[src/rtl/serial_receiver.sv]
// -----------------------------------------------------------------------------
// serial_receiver
//
// Recovers framed words from a single-bit serial line that is sampled once per
// clk cycle. A frame is one start bit (0), DATA_WIDTH data bits sent LSB first,
// and one stop bit (1). Each good frame updates data_out and raises a one-cycle
// output_ready strobe. A frame whose stop bit is 0 raises a one-cycle
// frame_error strobe instead. The receiver then waits for the line to return
// high before it accepts another start bit.
//
// The line comes from a transmitter on the same clock, so rx is used directly
// with no synchronizer and no glitch filtering.
//
// Ports
//   clk           in   1           rising-edge clock
//   arst          in   1           asynchronous reset, active low
//   rx            in   1           serial line, idle high
//   data_out      out  DATA_WIDTH  last correctly received word (held)
//   output_ready  out  1           one-cycle pulse when data_out updates
//   frame_error   out  1           one-cycle pulse on a stop bit sampled low
//   busy          out  1           high in any state other than IDLE
// -----------------------------------------------------------------------------
module serial_receiver #(
   parameter int DATA_WIDTH = 8
) (
   input  logic                  clk,
   input  logic                  arst,
   input  logic                  rx,
   output logic [DATA_WIDTH-1:0] data_out,
   output logic                  output_ready,
   output logic                  frame_error,
   output logic                  busy
);

   // One extra bit beyond the index width, so the counter can reach
   // DATA_WIDTH without wrapping.
   localparam int              CNT_W    = $clog2(DATA_WIDTH) + 1;
   localparam logic [CNT_W-1:0] LAST_BIT = CNT_W'(DATA_WIDTH - 1);

   typedef enum logic [1:0] {
      ST_IDLE  = 2'd0,
      ST_DATA  = 2'd1,
      ST_STOP  = 2'd2,
      ST_BREAK = 2'd3
   } state_t;

   state_t                state_q, state_d;
   logic [CNT_W-1:0]      cnt_q,   cnt_d;
   logic [DATA_WIDTH-1:0] shift_q, shift_d;
   logic [DATA_WIDTH-1:0] data_q,  data_d;
   logic                  ready_q, ready_d;
   logic                  ferr_q,  ferr_d;

   // State, counter, shift register and registered outputs.
   always_ff @(posedge clk or negedge arst) begin
      if (!arst) begin
         state_q <= ST_IDLE;
         cnt_q   <= '0;
         shift_q <= '0;
         data_q  <= '0;
         ready_q <= 1'b0;
         ferr_q  <= 1'b0;
      end else begin
         state_q <= state_d;
         cnt_q   <= cnt_d;
         shift_q <= shift_d;
         data_q  <= data_d;
         ready_q <= ready_d;
         ferr_q  <= ferr_d;
      end
   end

   // Next-state and next-output decode.
   always_comb begin
      state_d = state_q;
      cnt_d   = cnt_q;
      shift_d = shift_q;
      data_d  = data_q;
      ready_d = 1'b0;
      ferr_d  = 1'b0;

      case (state_q)
         ST_IDLE: begin
            // Any low sample on an idle line is taken as a start bit.
            if (!rx) begin
               state_d = ST_DATA;
               cnt_d   = '0;
            end else begin
               state_d = ST_IDLE;
            end
         end

         ST_DATA: begin
            // Write the sampled bit into the position the counter points to.
            // This is an explicit decode, so an index never falls outside the
            // range of the shift register.
            for (int i = 0; i < DATA_WIDTH; i++) begin
               if (cnt_q == CNT_W'(i)) begin
                  shift_d[i] = rx;
               end else begin
                  shift_d[i] = shift_q[i];
               end
            end
            cnt_d = cnt_q + CNT_W'(1);
            if (cnt_q == LAST_BIT) begin
               state_d = ST_STOP;
            end else begin
               state_d = ST_DATA;
            end
         end

         ST_STOP: begin
            if (rx) begin
               data_d  = shift_q;
               ready_d = 1'b1;
               state_d = ST_IDLE;
            end else begin
               // data_out keeps the last good word.
               ferr_d  = 1'b1;
               state_d = ST_BREAK;
            end
         end

         ST_BREAK: begin
            // A held-low line is a break, not a run of start bits.
            if (rx) begin
               state_d = ST_IDLE;
            end else begin
               state_d = ST_BREAK;
            end
         end

         default: begin
            state_d = ST_IDLE;
            cnt_d   = '0;
         end
      endcase
   end

   assign data_out     = data_q;
   assign output_ready = ready_q;
   assign frame_error  = ferr_q;
   assign busy         = (state_q != ST_IDLE);

endmodule

[config.mk]
export PLATFORM = sky130hd
export DESIGN_NAME = serial_receiver
export DESIGN_NICKNAME = d
export VERILOG_FILES = /design/src/rtl/serial_receiver.sv
export SDC_FILE = /design/constraint.sdc
export NUM_CORES = 1
export LEC_CHECK = 0
export BUFFER_PORTS_ARGS = -buffer_cell sky130_fd_sc_hd__buf_2
export CAP_MARGIN = 20
export CELL_PAD_IN_SITES_DETAIL_PLACEMENT = 1
export CELL_PAD_IN_SITES_GLOBAL_PLACEMENT = 2
export CORE_UTILIZATION = 34
export CTS_CLUSTER_DIAMETER = 50
export CTS_CLUSTER_SIZE = 28
export DETAILED_ROUTE_END_ITERATION = 7
export GPL_TIMING_DRIVEN = 0
export HOLD_SLACK_MARGIN = 0.08
export PLACE_DENSITY_LB_ADDON = 0.1
export REMOVE_ABC_BUFFERS = 1
export SYNTH_ARGS = -nofsm -noshare
export SYNTH_HDL_FRONTEND = slang
export SYNTH_SLANG_ARGS = --single-unit
[constraint.sdc]
create_clock -name clk -period 1.3 [get_ports clk]
set_input_delay 0.26 -clock clk [delete_from_list [all_inputs] [get_ports clk]]
set_output_delay 0.26 -clock clk [all_outputs]
set_load 0.05 [all_outputs]
Yosys cells after proc, flatten, opt, wreduce, memory -nomap -nowiden
Cells that the tools add are included.
Widths: inputs -> output; s select.
{"block": "word_totals", "in_bits": 3, "regBits": 24, "output_inout_bits": 11}
{"block": "op_classes", "n_reduce_logical": 15, "addsub": 1, "n_eq_ne": 11, "mux": 10}
{"cell": "$reduce_and 2->1", "n": 10}
{"cell": "$eq 4x3->1 const B", "n": 4}
{"cell": "$eq 4x2->1 const B", "n": 2}
{"cell": "$pmux 4 s2", "n": 1}
{"cell": "$pmux 2 s3", "n": 1}
{"cell": "$mux 1", "n": 5}
{"cell": "$add 4x1->4 const B", "n": 1}
{"cell": "$eq 2x2->1 const B", "n": 2}
{"cell": "$eq 4x1->1 const B", "n": 1}
{"cell": "$logic_not 4->1", "n": 1}
{"cell": "$mux 2", "n": 2}
{"cell": "$mux 4", "n": 1}
{"cell": "$reduce_bool 2->1", "n": 2}
{"cell": "$eq 2x1->1 const B", "n": 1}
{"cell": "$logic_not 2->1", "n": 1}
{"cell": "$ne 2x2->1 const B", "n": 1}
{"cell": "$reduce_or 2->1", "n": 1}

Depth between registers and ports, before layout
{"block": "depth", "ltp_word": 3, "depth_mapped": 4}

Worst setup path after synthesis
Ideal clock, no wire load.
{"block": "synth_path", "kind": "register -> register", "startpoint": "register state_q[1]", "endpoint": "register shift_q[0]", "n_path_buf": 1, "synth_period_minus_slack_ns": 1.311, "stages_incl_launch_ff": 5, "path_slack_ns": -0.011, "arrival_ns": 1.186, "path_cell_list": "dfrtp_1 > buf_6 > nor4b_4 > nand2_1 > mux2_4"}
{"block": "synth_between", "elab_chain_cells": 2}
{"item": "start: declaration", "line": "47", "rtl": "state_t state_q, state_d;"}
{"item": "start signal: assignment", "line": "64", "rtl": "state_q <= state_d;"}
{"item": "$eq 2x1->1", "line": "82", "rtl": "case (state_q)"}
{"item": "$reduce_and 2->1 (no source line)"}
{"item": "end signal: assignment", "line": "66", "rtl": "shift_q <= shift_d;"}
{"item": "end: declaration", "line": "49", "rtl": "logic [DATA_WIDTH-1:0] shift_q, shift_d;"}
No other way between the ends.
A chain may end at the register's enable or synchronous reset.

Worst setup path in the final report
{"block": "layout_path", "startpoint": "register state_q[1]", "endpoint": "output port busy"}
{"block": "layout_between", "elab_chain_cells": 1}
{"item": "$reduce_bool 2->1", "line": "143", "rtl": "assign busy = (state_q != ST_IDLE);"}
{"item": "end: declaration", "line": "32", "rtl": "output logic busy"}
No other way between the ends.

==> results.yml <==
pwr:
  pwr-share-comb_pct: 53.4
  vdd_drop_max_v: 0.0008619
  total_power_mw: 3.490
  p_int_mw: 2.104
  seq_power_share_pct: 37.6
  p_clk_share_pct: 9.0
  pwr_density_cell_nw_per_um2: 2562
  leakage_nw: 0.6838
  switchingPower_mw: 1.386
  p_sw_share_pct: 39.71
logic_synthesis:
  yosysSeqAreaShare_pct: 55.68
  synthesis.area_sq_um: 1079
  syn_inst: 80
  ys_types: 23
  synth_seq_cells: 24
  syn_avg_cell_area_sq_um: 13.48
  yosys_warnings: 0
floorplan:
  coreArea_sq_um: 3028
  ios: 14
  rows: 20
  start_util_pct: 35.62
  die_area_sq_um: 3401
  die_x_um: 58.32
  die_y_um: 58.32
clocking:
  cts_max_level: 1
  cts_buffer_depth: 2
  cts_tree: "done"
  tritoncts.num_buffers: 3
  root_buffer: "clkbuf_4"
  clk_pin_slew_ps: 120
  clock_latency_ps: 300
  clock-sinks: 24
final_layout:
  nets: 114
  drive_above_1_share_pct: 58.10
  n_antenna_cell: 0
  syn_to_final_growth_pct: 26.33
  final_util_pct: 45.00
detailed_routing:
  wl_met3_um: 47
  met1_length_um: 969
  avgRoutedWirePerCell_um: 13.23
  drt_iter0_drc: 13
  maxUsedRoutingLayer: "met4"
  drtPass1Iterations: 3
  wl_um: 1972
  num_vias: 669
  routed-wl-met2_um: 939
  final_antenna_net_count: 0
  vias_per_cell: 4.490
  drcViolationCount: 0
timing:
  tightest_slew_ps: 534.6
  setup_viol: 14
  fin_ws_ps: -129.8
  finClkSkew_ps: 5.709
  fin_crit_sh_pct: 110.0
  min_period_ps: 1430
  fmax_mhz: 699.4
  finalHoldViolCount: 0
  final_max_slew_viol_count: 0
  slew_headroom_pct: 64.36
  rsz0062_at_grt: "true"
critical_path:
  cp.required_ps: 1040
  crit_path_start_kind: "register"
  worstPathArrival_ps: 1170
  path_class: "register to output port"
  cpPeakStageDelay_ps: 470
  cp-end-kind: "output port"
  critical_path.cell_chain: "or2_4 -> buf_8"
  cp_slowest_cell: "dfrtp_2"
  cp_max_fo: 6
  r2r_slack_ps: -70
grt:
  track_usage_pct: 13.34
  grt_max_degree: 25
  grt_first_pass_wirelength_um: 3270
  grt_pass1_vias: 684
  grt_overflow: 0
  grt_antenna_before_repair: 0
min_path:
  hp-class: "primary input to register"
outcome:
  violations: "negative setup slack"
  status: "finished with violations"
placement:
  dp_hpwl_um: 1240
  place.port_buffers: 13
  gp_congestion: 0.7145
run:
  maxCapViolCount: 0
-- registers in the layout, summed over array words and instances, names as in the netlist --
register      count
shift_q           8
output_ready      1
data_out          8
state_q           2
frame_error       1
cnt_q             4
-- per-layer routing --
metal | GRT usage, % | vias up
li1 | - | 322
met1 | 17.55 | 337
met2 | 21.35 | 8
met3 | 2.637 | 2
met4 | 6.122 | 0
met5 | 0 | -
-- cell usage after synthesis, drive strengths merged --
| library cell | number | area (sq um) |
|---|---|---|
| nor3 | 1 | 5.000 |
| clkbuf | 1 | 3.750 |
| o2bb2ai | 1 | 8.760 |
| and4bb | 1 | 16.27 |
| buf | 1 | 11.26 |
| mux2 | 17 | 210.2 |
| dfrtp | 24 | 600.6 |
| o21ai | 3 | 15.01 |
| nand3b | 1 | 7.510 |
| nor2b | 1 | 8.760 |
| or2b | 2 | 16.27 |
| nand3 | 2 | 10.01 |
| nor2 | 2 | 7.510 |
| nand2 | 10 | 40.04 |
| inv | 4 | 15.01 |
| nor4b | 1 | 23.77 |
| ha | 4 | 50.05 |
| a22o | 1 | 8.760 |
| or2 | 2 | 12.51 |
| a22oi | 1 | 7.510 |
-- per-stage QoR --
| step | hold slack (ps) | cell area [sq um] | std cells | TNS, ps | setup slack (ps) |
|---|---|---|---|---|---|
| 2_1_floorplan | -35.59 | 1064 | 78 | -24.54 | -6.135 |
| 3_3_place_gp | 273.4 | 1184 | 135 | -1761 | -198.3 |
| 3_5_place_dp | 275.5 | 1184 | 135 | -1594 | -166.2 |
| 4_1_cts | 304.8 | 1305 | 145 | -521.5 | -145.9 |
| 5_1_grt | 319.2 | 1363 | 149 | -1648 | -177.3 |
| 6_report | 310.6 | 1363 | 149 | -850.9 | -129.8 |
-- layout by cell type, fill, tap and decap left out, drive strengths merged --
master / n
nand3b: 1
clkbuf: 3
mux2: 17
and4bb: 1
nor2: 2
o21ai: 3
a22o: 1
or2: 2
or2b: 2
a22oi: 1
dlygate4sd3: 1
nand3: 2
nor3: 1
o2bb2ai: 1
ha: 4
dfrtp: 24
nor2b: 1
nand2: 10
inv: 4
buf: 23
nor4b: 1
-- cell families (layout without fill, tap and decap cells) --
| kind of cell | Yosys count | after routing | share of synthesized area, % |
|---|---|---|---|
| muxes | 17 | 17 | 19.49 |
| adders and majority gates | 4 | 4 | 4.641 |
| AOI/OAI and AO/OA | 6 | 6 | 3.712 |
| buffers and inverters | 6 | 31 | 2.783 |
| and+or+nand+nor | 23 | 23 | 13.69 |
| DFF | 24 | 24 | 55.68 |
-- power groups by stage --
stage	Clock [mW]	Combinational (mW)	Sequential (mW)
2_1_floorplan	0	0.862	1.59
3_3_place_gp	0	1.42	1.34
3_5_place_dp	0	1.44	1.36
4_1_cts	0.338	1.75	1.30
5_1_grt	0.366	2.04	1.36
6_report	0.314	1.86	1.31
-- worst max-delay path: cells and delay by family, from the launching register on --
family,cells,cell delay (ps)
simple gates,1,250
buf+inv,1,150
flops,1,470
-- area by class of cell --
class | count | area, sq um
clock buffer | 3 | 22.52
fill | 335 | 1665
inverter | 4 | 15.01
multi-input combinational | 50 | 488.0
sequential | 24 | 605.6
tap | 44 | 55.05
timing repair buffer | 24 | 176.4
-- what timing repair did --
action / in CTS / in global routing
gates resized for setup: 16 / 3
endpoints found under the setup margin: 18 / 12
pin swaps: 7 / 2
hold buffers: 1 / 0
endpoints found under the hold margin: 24 / 0
buffers inserted: 6 / 4
-- worst paths after layout --
| check | startpoint | end | cells past startpoint |
|---|---|---|---|
| max | state_q[1] | busy | 2 |
| min in group asynchronous | arst | shift_q[7] | 2 |
| max in group asynchronous | arst | cnt_q[3] | 2 |
| min | rx | state_q[0] | 2 |
| min reg2reg | data_out[0] | data_out[0] | 1 |
| max reg2reg | state_q[1] | shift_q[2] | 3 |
Power figures use the tool's default switching activity.
